`src/rtl/treasure_pkg.sv`:
```
// Shared types for the treasure result scheduler: FSM states, result width,
// classifier result codes and a small saturating-count helper.
package treasure_pkg;

  localparam int RESULT_W = 9;

  typedef enum logic [2:0] {
    ST_IDLE,
    ST_WAIT_VS,
    ST_SETTLE,
    ST_COMPARE,
    ST_PRESENT,
    ST_WAIT_ACK_LO
  } sched_state_e;

  typedef enum logic [RESULT_W-1:0] {
    RES_NONE            = 9'd0,
    RES_BLUE_SQUARE     = 9'd1,
    RES_BLUE_TRIANGLE   = 9'd2,
    RES_BLUE_DIAMOND    = 9'd3,
    RES_RED_SQUARE      = 9'd4,
    RES_RED_TRIANGLE    = 9'd5,
    RES_RED_DIAMOND     = 9'd6
  } result_code_e;

  // Increment that sticks at the limit instead of wrapping.
  function automatic logic [3:0] sat_inc4(input logic [3:0] value, input logic [3:0] limit);
    return (value >= limit) ? limit : value + 4'd1;
  endfunction

endpackage

```
`src/rtl/sync_edge_det.sv`:
```
// Two-flop synchroniser for an asynchronous level, with registered
// single-cycle rise and fall pulses derived from the synchronised level.
module sync_edge_det (
  input  logic clk,
  input  logic rst_n,
  input  logic async_in,
  output logic sync_out,
  output logic rise,
  output logic fall
);

  logic meta;
  logic sync_q;
  logic sync_d;

  always_ff @(posedge clk or negedge rst_n) begin
    if (!rst_n) begin
      meta   <= 1'b0;
      sync_q <= 1'b0;
      sync_d <= 1'b0;
      rise   <= 1'b0;
      fall   <= 1'b0;
    end else begin
      meta   <= async_in;
      sync_q <= meta;
      sync_d <= sync_q;
      rise   <= sync_q & ~sync_d;
      fall   <= ~sync_q & sync_d;
    end
  end

  assign sync_out = sync_q;

endmodule

```
`src/rtl/treasure_result_scheduler.sv`:
```
// Frame-level scheduler: samples the classifier result once per frame, debounces
// it over several frames and hands each new stable value to the Arduino via REQ/ACK.
module treasure_result_scheduler #(
  parameter int RESULT_W      = treasure_pkg::RESULT_W,
  parameter int STABLE_FRAMES = 3,
  parameter int SETTLE_CYCLES = 4,
  parameter int ACK_TIMEOUT   = 1000000
) (
  input  logic                CLK,
  input  logic                RST_N,
  input  logic                VSYNC,
  input  logic                ENABLE,
  input  logic [RESULT_W-1:0] RESULT_IN,
  input  logic                ACK_IN,
  output logic [RESULT_W-1:0] RESULT_OUT,
  output logic                REQ_OUT,
  output logic                FRAME_START,
  output logic [15:0]         FRAME_CNT,
  output logic                TIMEOUT_ERR,
  output logic                BUSY
);

  import treasure_pkg::*;

  localparam int SETTLE_W  = $clog2(SETTLE_CYCLES + 1);
  localparam int TIMEOUT_W = $clog2(ACK_TIMEOUT + 1);
  localparam logic [SETTLE_W-1:0]  SETTLE_LOAD  = SETTLE_W'(SETTLE_CYCLES - 1);
  localparam logic [TIMEOUT_W-1:0] TIMEOUT_LAST = TIMEOUT_W'(ACK_TIMEOUT - 1);
  localparam logic [3:0]           STABLE_N     = 4'(STABLE_FRAMES);

  sched_state_e          state;
  sched_state_e          next_state;
  logic [SETTLE_W-1:0]   settle_cnt;
  logic [TIMEOUT_W-1:0]  timeout_cnt;
  logic [3:0]            match_cnt;
  logic [3:0]            match_upd;
  logic [RESULT_W-1:0]   cand;
  logic [RESULT_W-1:0]   last_sample;
  logic [RESULT_W-1:0]   reported;
  logic                  present_go;
  logic                  settle_done;
  logic                  timeout_hit;

  logic vs_s, vs_rise, vs_fall;
  logic ack_s, ack_rise, ack_fall;
  logic sync_unused;

  sync_edge_det u_vsync_sync (
    .clk      (CLK),
    .rst_n    (RST_N),
    .async_in (VSYNC),
    .sync_out (vs_s),
    .rise     (vs_rise),
    .fall     (vs_fall)
  );

  sync_edge_det u_ack_sync (
    .clk      (CLK),
    .rst_n    (RST_N),
    .async_in (ACK_IN),
    .sync_out (ack_s),
    .rise     (ack_rise),
    .fall     (ack_fall)
  );

  assign sync_unused = vs_s | ack_rise | ack_fall;
  assign FRAME_START = vs_fall;

  assign settle_done = (settle_cnt == '0);
  assign timeout_hit = (timeout_cnt == TIMEOUT_LAST);

  // The decision to present uses the match count as it will be after this compare.
  always_comb begin
    match_upd  = (cand == last_sample) ? sat_inc4(match_cnt, STABLE_N) : 4'd1;
    present_go = (match_upd == STABLE_N) && (cand != reported);
  end

  always_ff @(posedge CLK or negedge RST_N) begin
    if (!RST_N) begin
      state <= ST_IDLE;
    end else begin
      state <= next_state;
    end
  end

  always_comb begin
    next_state = state;
    if (state != ST_IDLE && !ENABLE) begin
      next_state = ST_IDLE;
    end else begin
      case (state)
        ST_IDLE:        if (ENABLE) next_state = ST_WAIT_VS;
        ST_WAIT_VS:     if (vs_rise) next_state = ST_SETTLE;
        ST_SETTLE:      if (!vs_rise && settle_done) next_state = ST_COMPARE;
        ST_COMPARE:     next_state = present_go ? ST_PRESENT : ST_WAIT_VS;
        ST_PRESENT: begin
          if (ack_s)            next_state = ST_WAIT_ACK_LO;
          else if (timeout_hit) next_state = ST_WAIT_VS;
        end
        ST_WAIT_ACK_LO: if (!ack_s) next_state = ST_WAIT_VS;
        default:        next_state = ST_IDLE;
      endcase
    end
  end

  always_comb begin
    BUSY = !(state inside {ST_IDLE, ST_WAIT_VS});
  end

  // Frames are counted regardless of state or enable.
  always_ff @(posedge CLK or negedge RST_N) begin
    if (!RST_N) begin
      FRAME_CNT <= '0;
    end else if (vs_rise) begin
      FRAME_CNT <= FRAME_CNT + 16'd1;
    end
  end

  always_ff @(posedge CLK or negedge RST_N) begin
    if (!RST_N) begin
      settle_cnt  <= '0;
      timeout_cnt <= '0;
      match_cnt   <= '0;
      cand        <= '0;
      last_sample <= '0;
      reported    <= '0;
      RESULT_OUT  <= '0;
      REQ_OUT     <= 1'b0;
      TIMEOUT_ERR <= 1'b0;
    end else begin
      REQ_OUT <= (next_state == ST_PRESENT);
      if (!ENABLE) begin
        match_cnt <= '0;
      end else begin
        case (state)
          ST_WAIT_VS: begin
            if (vs_rise) settle_cnt <= SETTLE_LOAD;
          end
          ST_SETTLE: begin
            if (vs_rise)          settle_cnt <= SETTLE_LOAD;
            else if (settle_done) cand <= RESULT_IN;
            else                  settle_cnt <= settle_cnt - 1'b1;
          end
          ST_COMPARE: begin
            match_cnt <= match_upd;
            if (cand != last_sample) last_sample <= cand;
            if (present_go) begin
              RESULT_OUT  <= cand;
              timeout_cnt <= '0;
            end
          end
          // A timed-out value leaves reported untouched so it is offered again.
          ST_PRESENT: begin
            if (ack_s)            reported <= RESULT_OUT;
            else if (timeout_hit) TIMEOUT_ERR <= 1'b1;
            else                  timeout_cnt <= timeout_cnt + 1'b1;
          end
          default: ;
        endcase
      end
    end
  end

endmodule
```
`config.mk`:
```
export PLATFORM = sky130hd
export DESIGN_NAME = treasure_result_scheduler
export DESIGN_NICKNAME = d
export VERILOG_FILES = /design/src/rtl/treasure_pkg.sv /design/src/rtl/sync_edge_det.sv /design/src/rtl/treasure_result_scheduler.sv
export SDC_FILE = /design/constraint.sdc
export NUM_CORES = 1
export LEC_CHECK = 0
export BUFFER_PORTS_ARGS = -buffer_cell sky130_fd_sc_hd__buf_4
export CAP_MARGIN = 10
export CORE_MARGIN = 10
export CORE_UTILIZATION = 50
export DETAILED_ROUTE_END_ITERATION = 16
export PLACE_DENSITY = 0.76
export SYNTH_ARGS = -nofsm -noshare
export SYNTH_HDL_FRONTEND = slang
export SYNTH_SLANG_ARGS = --single-unit
```
`constraint.sdc`:
```
create_clock -name CLK -period 5.4 [get_ports CLK]
set_clock_uncertainty 0.2 [all_clocks]
set_input_delay 0.81 -clock CLK [delete_from_list [all_inputs] [get_ports CLK]]
set_output_delay 0.81 -clock CLK [all_outputs]
set_load 0.02 [all_outputs]
```
==> results.txt <==
TritonCTS Buffers -> 9
distinct cell type count after synthesis -> 49
Mapped Cells -> 369
Pre-antenna DRT Iters -> 4
post-route ant nets -> 0
Post-synth EDFFs -> 0
Synth top area share -> 54.1%
RSZ-0062 raised after global routing -> no
WL per Instance -> 15.4 um
clock root buffer master -> clkbuf_8
Hold-fix buffers, CTS -> 0
DRT iter0 DRCs -> 103
Clock transition at path regs -> 90 ps
power per standard cell area -> 298 nW/um^2
GR Overflow Total -> 0
Critical path origin -> settle_cnt[0]$_DFFE_PN0P_
synthesized area -> 4210 um^2
worst skew pair latency -> 360 ps
final period demand of the worst path -> 3080 ps
Synth area leader -> dfrtp_1
fraction of layout cells with a size suffix above 1 -> 25.6%
Critical Path Sink Type -> flip-flop
Layout area overhead -> 15.5%
worst vdd ir -> 0.000186 V
Setup-failing EPs final -> 0
R2R depth -> 10
Req. time, crit path -> 5500 ps
Ports -> 43
Via Count -> 2,894
startpoint type of the worst setup path -> flip-flop
critical path's slowest cell -> or4_1
Post-Place Worst Slack -> 2150 ps
core area -> 8220 um^2
Achievable Freq -> 324 MHz
top_reg_cell synth -> dfrtp_1
Crit Path Class -> reg -> reg
HP Class -> in -> async
leakage -> 2.36 nW
worst path cell trace -> inv_1, ha_1, ha_1, nor2b_1, a211oi_1, o21ai_0, a21oi_1, nand4_1, or4_1, nand2_1
drt via density -> 5.53
Top delay family on crit path -> simple AND/OR/NAND/NOR gates
post-CTS setup buffers -> 0
clock sink count -> 91
antenna cell count -> 0
Final Max Tran Viols -> 0
crit-path max cell delay -> 600 ps
Detailed Route WL -> 8080 um
ys async rst share -> 100%
CTS tree -> yes
Placer Congestion -> 0.847
Clock H-tree levels -> 3
worst relative slew slack -> 45.3%
Multi-input gate area -> 1830 um^2
clock tree buffer depth -> 2
final setup TNS -> 0 ps
die area -> 12,500 um^2
R2R Path End -> timeout_cnt[13]$_DFFE_PN0P_
Max-Cap Viols -> 0
worst setup margin -> 2320 ps
FF+latch count, synth -> 91
initial antenna violation count -> 0
Tot Pwr -> 0.00145 W
DRC viols -> 0
Fin. Hold Viols -> 0
CP Buf/Inv Count -> 1
Initial Util -> 51.2%
CP max FO -> 13
outcome -> finished clean
share of the yosys chip area belonging to registers -> 54.1%
number of global-route vias before repair -> 2,959
post_cts resized -> 0
Layout fillers -> 684
IO Port Bufs -> 42
Die Span Y -> 112 um
Worst-Margin Slew -> 820 ps
first-pass GRT wire length -> 13,900 um
final cycle utilization of the critical path -> 57.1%
largest net degree at the start of global routing -> 92
Synth Warn # -> 0
Die X -> 112 um
Area contributors post-synth -> dfrtp_1 (54%), mux2_2 (9.4%), xnor2_1 (4.2%), xor2_1 (2.9%), nand2_1 (2.4%)
CP arrival -> 3180 ps
most common cell after layout, fill and taps aside -> dfrtp_1
Net Count, Synth -> 388
nets -> 432
All-Layer GR Usage -> 13.3%
commonest non-fill, non-tap cells in the layout -> dfrtp_1 (91), buf_4 (43), mux2_2 (35)
average size of a mapped cell -> 11.4 um^2
register area -> 2280 um^2
Reg-to-Reg Start -> settle_cnt[0]$_DFFE_PN0P_
DP HPWL -> 5620 um
setup slack, reg-to-reg -> 2320 ps
Top cell by count, worst path -> ha_1
Core Rows -> 33
==> metrics by stage <==
stage	hold slack [ps]	utilization [%]	instance area (um^2)	instances
3_5_place_dp	137	56.2	4610	506
6_report	105	59.2	4860	523
3_3_place_gp	133	56.2	4610	506
5_1_grt	99.2	59.2	4860	523
4_1_cts	159	58.9	4840	522
2_1_floorplan	131	-	4210	369
==> cell usage after synthesis, types with 2 or more instances <==
cell and instances:
clkbuf_1 9, a21oi_1 16, or4_1 6, nor2_1 15
xnor2_1 20, nand4b_1 3, a31o_2 3, mux2_2 35
dfrtp_1 91, nand4_1 10, nand2b_1 2, and3_1 8
mux2_1 4, xor2_1 14, nor2b_1 5, and2_1 3
nor3b_1 2, ha_1 5, and4_1 2, or3_1 11
nor3_1 4, nand2_1 27, o211ai_1 4, o21ai_0 18
nand3_1 17, inv_1 12
==> layer usage <==
| metal | vias to the layer above | GRT usage (%) | wire (um) |
|---|---|---|---|
| met2 | 49 | 21.5 | 3950 |
| met5 | - | 0 | 0 |
| li1 | 1403 | - | - |
| met3 | 10 | 3.60 | 374 |
| met1 | 1432 | 16.3 | 3630 |
| met4 | 0 | 5.66 | 126 |
==> flip-flops by register name, indices dropped and copies added, names as in the netlist <==
signal,flops
reported,9
state,3
timeout_cnt,20
settle_cnt,3
match_cnt,4
REQ_OUT,1
u_vsync_sync.meta,1
u_vsync_sync.rise,1
u_ack_sync.sync_out,1
u_vsync_sync.sync_d,1
RESULT_OUT,9
last_sample,9
TIMEOUT_ERR,1
u_vsync_sync.fall,1
u_vsync_sync.sync_out,1
FRAME_CNT,16
cand,9
u_ack_sync.meta,1
==> worst register-to-register path, stage by stage, from the launching register on <==
cell      delay, ps
dfrtp_1         370
inv_1            50
ha_1            200
ha_1            170
nor2b_1         160
a211oi_1        240
o21ai_0         150
a21oi_1         340
nand4_1         470
or4_1           600
nand2_1          80
==> cell families after synthesis <==
kind of cell | count (synthesis) | synth area share (%)
compound gates | 51 | 7.40
xor+xnor | 34 | 7.07
fa+ha+maj | 5 | 1.49
buf+inv | 24 | 2.35
flops | 91 | 54.1
mux | 40 | 10.8
simple gates | 124 | 16.8
==> area by class of cell <==
class	instances	area share, %
clock buffers	9	2.55
clock inverters	7	2.01
inverters	13	1.00
multi-input cells	254	37.7
flip-flops and latches	91	46.8
well taps	105	2.70
repair buffers	44	7.20
==> how the worst max path moves through the flow <==
stage | endpoint | slack [ps] | cells past startpoint
after floorplan | timeout_cnt[4]$_DFFE_PN0P_ | 2670 | 8
after global placement | timeout_cnt[13]$_DFFE_PN0P_ | 2320 | 8
after detailed placement | timeout_cnt[13]$_DFFE_PN0P_ | 2150 | 8
after CTS | timeout_cnt[13]$_DFFE_PN0P_ | 2280 | 10
after global routing | timeout_cnt[13]$_DFFE_PN0P_ | 2000 | 10
final | timeout_cnt[13]$_DFFE_PN0P_ | 2320 | 10
==> power by group <==
group          internal (W)  switching [W]
clock              0.000263       0.000248
sequential         0.000717      0.0000492
combinational     0.0000761      0.0000976
total               0.00106       0.000395
(Power assumes the default switching activity.)
